===== config.mk =====
export PLATFORM = sky130hd
export DESIGN_NAME = sub_vector_assembler
export DESIGN_NICKNAME = d
export VERILOG_FILES = /design/src/rtl/sub_vector_assembler.sv
export SDC_FILE = /design/constraint.sdc
export NUM_CORES = 1
export LEC_CHECK = 0
export ABC_AREA = 1
export BUFFER_PORTS_ARGS = -buffer_cell sky130_fd_sc_hd__buf_2
export CORE_MARGIN = 3
export CORE_UTILIZATION = 35
export CTS_CLUSTER_SIZE = 10
export DETAILED_ROUTE_END_ITERATION = 10
export PLACE_DENSITY_LB_ADDON = 0.25
export SLEW_MARGIN = 20
export SYNTH_ARGS = -nofsm -noshare
export SYNTH_HDL_FRONTEND = slang
export SYNTH_SLANG_ARGS = --single-unit
export TNS_END_PERCENT = 5

===== constraint.sdc =====
create_clock -name clk -period 2.5 [get_ports clk]
set_input_delay 0.125 -clock clk [delete_from_list [all_inputs] [get_ports clk]]
set_output_delay 0.125 -clock clk [all_outputs]
set_load 0.02 [all_outputs]

===== src/rtl/sub_vector_assembler.sv =====
// Rebuilds full vectors from consecutive sub-vector beats and queues {vector, popcount}
// in a 2-entry output FIFO. Optional popcount cross-check: SUB_VECTOR_ASSEMBLER_CNT_CHECK_EN.
module sub_vector_assembler #(
  parameter int BUS_WIDTH      = 128,
  parameter int SUB_VECTOR_NO  = 2,
  parameter int VECTOR_WIDTH   = BUS_WIDTH * SUB_VECTOR_NO,
  parameter int CNT_WIDTH      = $clog2(VECTOR_WIDTH) + 1,
  parameter int BEAT_CNT_WIDTH = (SUB_VECTOR_NO > 2) ? $clog2(SUB_VECTOR_NO) : 1
) (
  input  logic                    clk,
  input  logic                    rst,
  input  logic [BUS_WIDTH-1:0]    i_SubVector,
  input  logic                    i_Valid,
  input  logic [CNT_WIDTH-1:0]    i_Cnt,
  input  logic                    i_Clear,
  input  logic                    i_Ready,
  output logic [VECTOR_WIDTH-1:0] o_Vector,
  output logic [CNT_WIDTH-1:0]    o_Cnt,
  output logic                    o_Valid,
  output logic                    o_Overflow,
  output logic                    o_CntErr
);

  localparam int COLLECT_WIDTH = VECTOR_WIDTH - BUS_WIDTH;
  localparam logic [BEAT_CNT_WIDTH-1:0] LAST_BEAT = BEAT_CNT_WIDTH'(SUB_VECTOR_NO - 1);

  typedef enum logic [1:0] {
    FILL_EMPTY,
    FILL_ONE,
    FILL_FULL
  } fill_t;

  fill_t fill, fill_next;

  logic [BEAT_CNT_WIDTH-1:0] beat_cnt;
  logic [COLLECT_WIDTH-1:0]  collected;
  logic [VECTOR_WIDTH-1:0]   assembled;
  logic                      last_beat;
  logic                      push;
  logic                      pop;

  logic [VECTOR_WIDTH-1:0]   head_vec;
  logic [CNT_WIDTH-1:0]      head_cnt;
  logic [VECTOR_WIDTH-1:0]   tail_vec;
  logic [CNT_WIDTH-1:0]      tail_cnt;
  logic                      overflow;

  logic                      head_from_new;
  logic                      head_from_tail;
  logic                      tail_from_new;
  logic                      drop;

  assign last_beat = (beat_cnt == LAST_BEAT);
  assign push      = i_Valid & ~i_Clear & last_beat;
  assign pop       = (fill != FILL_EMPTY) & i_Ready;
  assign assembled = {i_SubVector, collected};

  always_ff @(posedge clk or negedge rst) begin
    if (!rst) begin
      beat_cnt <= '0;
    end else if (i_Clear) begin
      beat_cnt <= '0;
    end else if (i_Valid) begin
      beat_cnt <= last_beat ? '0 : beat_cnt + BEAT_CNT_WIDTH'(1);
    end
  end

  // Earlier beats are parked here; the last beat goes straight into the FIFO with them.
  always_ff @(posedge clk or negedge rst) begin
    if (!rst) begin
      collected <= '0;
    end else if (i_Valid && !i_Clear && !last_beat) begin
      for (int k = 0; k < SUB_VECTOR_NO - 1; k++) begin
        if (beat_cnt == BEAT_CNT_WIDTH'(k)) begin
          collected[k*BUS_WIDTH +: BUS_WIDTH] <= i_SubVector;
        end
      end
    end
  end

  always_ff @(posedge clk or negedge rst) begin
    if (!rst) begin
      fill <= FILL_EMPTY;
    end else begin
      fill <= fill_next;
    end
  end

  always_comb begin
    fill_next      = fill;
    head_from_new  = 1'b0;
    head_from_tail = 1'b0;
    tail_from_new  = 1'b0;
    drop           = 1'b0;
    case (fill)
      FILL_EMPTY: begin
        if (push) begin
          head_from_new = 1'b1;
          fill_next     = FILL_ONE;
        end
      end
      FILL_ONE: begin
        if (push && pop) begin
          head_from_new = 1'b1;
        end else if (push) begin
          tail_from_new = 1'b1;
          fill_next     = FILL_FULL;
        end else if (pop) begin
          fill_next = FILL_EMPTY;
        end
      end
      FILL_FULL: begin
        if (pop) begin
          head_from_tail = 1'b1;
          if (push) begin
            tail_from_new = 1'b1;
          end else begin
            fill_next = FILL_ONE;
          end
        end else if (push) begin
          drop = 1'b1;
        end
      end
      default: begin
        fill_next = FILL_EMPTY;
      end
    endcase
  end

  always_ff @(posedge clk or negedge rst) begin
    if (!rst) begin
      head_vec <= '0;
      head_cnt <= '0;
      tail_vec <= '0;
      tail_cnt <= '0;
    end else begin
      if (head_from_new) begin
        head_vec <= assembled;
        head_cnt <= i_Cnt;
      end else if (head_from_tail) begin
        head_vec <= tail_vec;
        head_cnt <= tail_cnt;
      end
      if (tail_from_new) begin
        tail_vec <= assembled;
        tail_cnt <= i_Cnt;
      end
    end
  end

  always_ff @(posedge clk or negedge rst) begin
    if (!rst) begin
      overflow <= 1'b0;
    end else if (drop) begin
      overflow <= 1'b1;
    end
  end

  assign o_Vector   = head_vec;
  assign o_Cnt      = head_cnt;
  assign o_Valid    = (fill != FILL_EMPTY);
  assign o_Overflow = overflow;

`ifdef SUB_VECTOR_ASSEMBLER_CNT_CHECK_EN
  function automatic logic [CNT_WIDTH-1:0] popcount(input logic [VECTOR_WIDTH-1:0] v);
    logic [CNT_WIDTH-1:0] total;
    total = '0;
    for (int i = 0; i < VECTOR_WIDTH; i++) begin
      total = total + CNT_WIDTH'(v[i]);
    end
    return total;
  endfunction

  logic [CNT_WIDTH-1:0] new_pop;
  logic [CNT_WIDTH-1:0] tail_pop;
  logic                 cnt_err;

  assign new_pop = popcount(assembled);

  // The flag is raised on the edge that loads an entry into the head, so it lines up
  // with that entry's first head-valid cycle and drops on the next one.
  always_ff @(posedge clk or negedge rst) begin
    if (!rst) begin
      tail_pop <= '0;
      cnt_err  <= 1'b0;
    end else begin
      if (tail_from_new) begin
        tail_pop <= new_pop;
      end
      cnt_err <= (head_from_new && (new_pop != i_Cnt)) ||
                 (head_from_tail && (tail_pop != tail_cnt));
    end
  end

  assign o_CntErr = cnt_err;
`else
  assign o_CntErr = 1'b0;
`endif

endmodule


==> reports/qor.yml, run 1 <==
nNetsFinal: 4207
hp-class: "in -> reg"
top_layer_used: "met4"
critPathSlowestCell: "dfrtp_1"
grt_pass1_wl_um: 137000
track_usage: 0.196
post_cts_resized: 0
cts_tree: "yes"
met3_wirelength_um: 4720
clock_path_buffers: 3
clk_latency_ps: 610
ios: 410
hold_start: "i_Clear"
postSynthCellCount: 3608
h-tree-depth: 3
wl_met1_um: 40100
cp_cell_sequence: "inv_1 > ha_1 > nand4_1 > o21ai_4 > buf_12 > nand3_1 > nand2_1 > nand2_1"
vias: 24700
root_buffer: "clkbuf_16"
drive_gt1_frac: 0.145
fin_area_mm2: 0.0361
finalMaxSlewViolations: 0
power_uw: 39900
critPathArrivalTime_ps: 2670
cpMostUsedCell: "nand2_1"
yosys-top-cells-area: "dfrtp_1 (57%), nand2_1 (19%), nand3_1 (9.2%), o21ai_0 (6.4%), inv_1 (3.5%)"
antenna_found_initial: 1
clk_pin_slew_ps: 50
dr.pass1.iters: 5
period_minus_slack_ps: 2190
ys_ff_latch: 662
synth_top_area_share: 0.572
cp_data_required_time_ps: 2980
crit_type: "reg -> reg"
fin_skew_ps: 24.9
whs_ps: 74.7
ys_seq_area_frac: 0.572
syn-cell-area_mm2: 0.0290
finalHoldViolations: 0
outcome: "completed"
p_leak_uw: 0.0194
grt_max_degree: 118
drtIter0Drc: 1940
io_buffers: 408
cts_buffers: 78
core_mm2: 0.0813
area_growth_pct: 24.4
die_area_mm2: 0.0863
synth.net_count: 3755
synth_top_area_cell: "dfrtp_1"
critPathLaunch: "fill[1]"
avgSynthCellArea_um2: 8.03
totalWireLength_um: 85000
synth.distinct_cells: 22
rsz0062_at_grt: "false"
initial_core_util: 0.356
drcViolationCount: 0
grt_pass1_vias: 23800
dieWidth_um: 294
cp-end-kind: "flop"
peakVddDrop_uv: 653
worst_path_largest_cell_delay_ps: 410
period_share: 0.877
die_h_um: 294
worst_setup_path_start_kind: "flop"
via_per_inst: 4.81
grt_overflow: 0
gp_congestion: 0.778
clock-sinks: 662
fill_cells: 8070
max_slew_margin: 0.544
wl_per_cell_um: 16.5
dpl_cell_area_mm2: 0.0325
finalSetupViolCount: 0
antenna_left: 0
power_density_mw_per_mm2: 1110
r2r-start: "fill[1]"
hpwl_um: 52400
yosys_warnings: 0
dr_wl_met2_um: 38400
fin_setup_tns_ps: 0
drv_cap: 0
worst_pin_slew_ps: 685
cp_max_fo: 98
fp-row-count: 104
fmax_mhz: 456
==> cells in the final DEF (no fill, tap or decap), types with 2 or more instances in the layout <==
cell / count
nand3_1: 534
o21ai_0: 369
dlygate4sd3_1: 141
clkbuf_16: 81
buf_2: 407
inv_1: 273
dfrtp_1: 662
buf_4: 42
clkbuf_8: 4
ha_1: 5
clkinv_8: 2
clkbuf_1: 12
nand2_1: 1462
o21ai_1: 27
buf_12: 42
nand2_4: 2
==> worst paths after layout <==
kind                       cells past startpoint       endpoint  slack, ps
setup / recovery                               8   o_Vector[52]        310
hold / removal                                 4        fill[1]         70
setup reg to reg                               8   o_Vector[52]        310
hold reg to reg                                2  collected[78]        480
max in group asynchronous                      3  collected[92]       1500
min in group asynchronous                      2   o_Vector[22]        120
==> power by group <==
group          internal, uW  switching, uW  leakage [uW]
Combinational          4120           8050       0.00991
Sequential            14900           2560       0.00845
Clock                  5900           4340       0.00106
==> repair_timing <==
item | in CTS | in global routing
buffers inserted | 0 | 0
hold buffers | 141 | 0
endpoints found under the hold margin | 506 | 0
==> cells in the mapped netlist, drive strengths merged <==
| library cell | count |
|---|---|
| nand2 | 1465 |
| dfrtp | 662 |
| nand3 | 535 |
| o21ai | 397 |
| inv | 275 |
| clkbuf | 144 |
| buf | 117 |
| ha | 5 |
| nor2 | 2 |
| a31o | 1 |
| conb | 1 |
| nand3b | 1 |
| nand4 | 1 |
| o21bai | 1 |
| or2 | 1 |
==> logic make-up (layout without fill, tap and decap cells) <==
logic type,Yosys count,in the layout,synth area share
simple gates,2005,2005,0.283
flops,662,662,0.572
buf+inv,536,1010,0.0737
compound gates,399,399,0.0692
fa+ha+maj,5,5,0.00216
other cells,1,2,0.000129
==> state kept, by name, indices dropped and copies added, names as in the netlist <==
| register | flops |
|---|---|
| o_Cnt | 9 |
| o_Vector | 256 |
| fill | 2 |
| tail_cnt | 9 |
| beat_cnt | 1 |
| tail_vec | 256 |
| collected | 128 |
| o_Overflow | 1 |
==> area by class of cell <==
type                            instances  area, um^2  area share
Sequential cell                       662       16600       0.459
Multi-Input combinational cell       2410       10300       0.286
Timing Repair Buffer                  633        4620       0.128
Clock buffer                           97        2130      0.0590
Tap cell                             1060        1330      0.0368
Inverter                              275        1040      0.0288
Clock inverter                          5        53.8     0.00149
Antenna cell                            1        2.50   0.0000694
==> per-stage QoR <==
step | std cells | setup WS (ps) | utilization
finish | 5143 | 308 | 0.443
CTS | 5142 | 315 | 0.443
global placement | 4899 | 376 | 0.399
global route | 5143 | 81.4 | 0.443
detailed placement | 4899 | 323 | 0.399
floorplan | 3608 | 664 | -
==> worst max-delay path: cells and delay by family (launching register included) <==
| family | cells | cell delay (ps) |
|---|---|---|
| buffers and inverters | 2 | 510 |
| and+or+nand+nor | 4 | 510 |
| adders and majority gates | 1 | 220 |
| DFF | 1 | 410 |
| AOI/OAI and AO/OA | 1 | 280 |
==> layer usage <==
| metal | global-route usage | vias to the layer above |
|---|---|---|
| li1 | - | 12300 |
| met3 | 0.0368 | 116 |
| met4 | 0.0536 | 0 |
| met1 | 0.282 | 11700 |
| met5 | 0 | - |
| met2 | 0.302 | 612 |
Power figures use the tool's default switching activity.
==> inputs of run 2 (changes only) <==
--- a/config.mk
+++ b/config.mk
@@ -7,8 +7,10 @@
 export LEC_CHECK = 0
 export ABC_AREA = 1
 export BUFFER_PORTS_ARGS = -buffer_cell sky130_fd_sc_hd__buf_2
+export CELL_PAD_IN_SITES_DETAIL_PLACEMENT = 0
+export CELL_PAD_IN_SITES_GLOBAL_PLACEMENT = 2
 export CORE_MARGIN = 3
-export CORE_UTILIZATION = 35
+export CORE_UTILIZATION = 34
 export CTS_CLUSTER_SIZE = 10
 export DETAILED_ROUTE_END_ITERATION = 10
 export PLACE_DENSITY_LB_ADDON = 0.25
==> reports/qor.yml, run 2 (synthesis results as in run 1) <==
cp_top_family: "buffers and inverters"
reg2reg_to: "o_Vector[204]"
grt_pass1_vias: 24500
nNetsFinal: 4198
vias: 24500
fin_skew_ps: 26.6
gp_congestion: 0.730
grt_max_degree: 121
drcViolationCount: 0
clock_path_buffers: 3
p_leak_uw: 0.0194
cts_tree: "yes"
place_ws_ps: 221
area_growth_pct: 24.6
worst_setup_path_start_kind: "flop"
dr.pass1.iters: 5
fill_cells: 8843
hpwl_um: 54600
rsz0062_at_grt: "false"
switching_share: 0.374
fmax_mhz: 436
drv_cap: 0
cp_max_fo: 27
drive_gt1_frac: 0.142
worst_path_largest_cell_delay_ps: 410
io_buffers: 408
finalSetupViolCount: 0
period_minus_slack_ps: 2290
power_uw: 39800
cp-end-kind: "flop"
post_cts_resized: 0
die_area_mm2: 0.0888
dieWidth_um: 298
dpl_cell_area_mm2: 0.0325
fp-row-count: 106
whs_ps: 46.3
max_slew_margin: 0.500
wl_per_cell_um: 16.9
fin_area_mm2: 0.0361
finalHoldViolations: 0
layout_common_cells: "nand2_1 (1462), dfrtp_1 (662), nand3_1 (534)"
core_mm2: 0.0841
drtIter0Drc: 1716
root_buffer: "clkbuf_16"
peakVddDrop_uv: 569
worst_pin_slew_ps: 750
track_usage: 0.200
fin_setup_tns_ps: 0
finalMaxSlewViolations: 0
die_h_um: 298
power_frac_comb: 0.300
power_frac_seq: 0.441
layout_commonest_cell: "nand2_1"
period_share: 0.917
ff2ff_path_depth: 9
totalWireLength_um: 88300
cp_data_required_time_ps: 2980
intPower_uw: 24900
hp-class: "in -> async"
antenna_found_initial: 2
r2r-start: "fill[1]"
h-tree-depth: 3
p_sw_uw: 14900
power_density_mw_per_mm2: 1100
via_per_inst: 4.70
grt_overflow: 0
initial_core_util: 0.345
antenna_left: 0
critPathSlowestCell: "dfrtp_1"
outcome: "completed"
critPathArrivalTime_ps: 2770
cp_cell_sequence: "inv_1 > ha_1 > nand4_1 > o21ai_4 > buf_4 > buf_4 > nand3_1 > nand2_1 > nand2_1"
clk_latency_ps: 610
cts_buffers: 79
grt_pass1_wl_um: 144000
crit_type: "reg -> reg"
timing.final.ws_setup_ps: 206
crit_buf_inv: 3
clock-sinks: 662
clk_pin_slew_ps: 60
ios: 410
r2r_slack_ps: 210
clkPwrFrac: 0.258
run 2: changes by cell type in the layout (fill, tap and decap cells not counted), sizes merged:
| cell | before | now |
|---|---|---|
| clkbuf | 97 | 105 |
| clkinvlp | 1 | 0 |
| dlygate4sd3 | 141 | 142 |
| buf | 492 | 481 |
| inv | 276 | 278 |
run 2: worst max path at each step:
stage / from / to / slack (ps) / cells past startpoint
floorplan: fill[0] / o_Vector[225] / 660 / 11
global placement: fill[0] / o_Vector[216] / 300 / 10
detailed placement: fill[1] / o_Vector[217] / 220 / 9
CTS: fill[1] / o_Vector[217] / 220 / 9
global route: fill[1] / o_Vector[80] / 40 / 9
finish: fill[1] / o_Vector[204] / 210 / 9
run 2: worst reg2reg max path: stages (launching register included):
cell	delay [ps]
dfrtp_1	410
inv_1	120
ha_1	220
nand4_1	200
o21ai_4	260
buf_4	280
buf_4	400
nand3_1	140
nand2_1	90
nand2_1	50
run 2: repair_timing:
item / 4_1_cts / 5_1_grt
hold endpoints to repair: 852 / 0
buffers inserted: 0 / 0
hold buffers: 142 / 0
run 2: stage by stage:
| stage | cells | util |
|---|---|---|
| 2_1_floorplan | 3608 | - |
| 3_3_place_gp | 4962 | 0.386 |
| 3_5_place_dp | 4962 | 0.386 |
| 4_1_cts | 5215 | 0.429 |
| 5_1_grt | 5216 | 0.429 |
| 6_report | 5216 | 0.429 |
run 2: cell type report:
| class | count | area (um^2) | area share |
|---|---|---|---|
| diodes | 1 | 2.50 | 0.0000693 |
| multi-input cells | 2410 | 10300 | 0.286 |
| clock buffers | 105 | 2140 | 0.0591 |
| flip-flops and latches | 662 | 16600 | 0.459 |
| clock inverters | 6 | 56.3 | 0.00156 |
| repair buffers | 623 | 4570 | 0.127 |
| well taps | 1134 | 1420 | 0.0393 |
| inverters | 275 | 1040 | 0.0288 |
run 2: power groups by stage:
stage          sequential [uW]  combinational, uW  clock, uW
2_1_floorplan            19600               5010          0
3_3_place_gp             17700              11800          0
3_5_place_dp             17700              12000          0
4_1_cts                  17600              12200      10600
5_1_grt                  18100              13400      11100
6_report                 17600              12000      10300
run 2: routing by layer:
| metal | vias up | global-route usage | share of wire |
|---|---|---|---|
| met4 | 2 | 0.0548 | 0.022 |
| li1 | 12200 | - | - |
| met2 | 521 | 0.317 | 0.46 |
| met1 | 11700 | 0.288 | 0.48 |
| met5 | - | 0 | 0.000091 |
| met3 | 110 | 0.0261 | 0.042 |
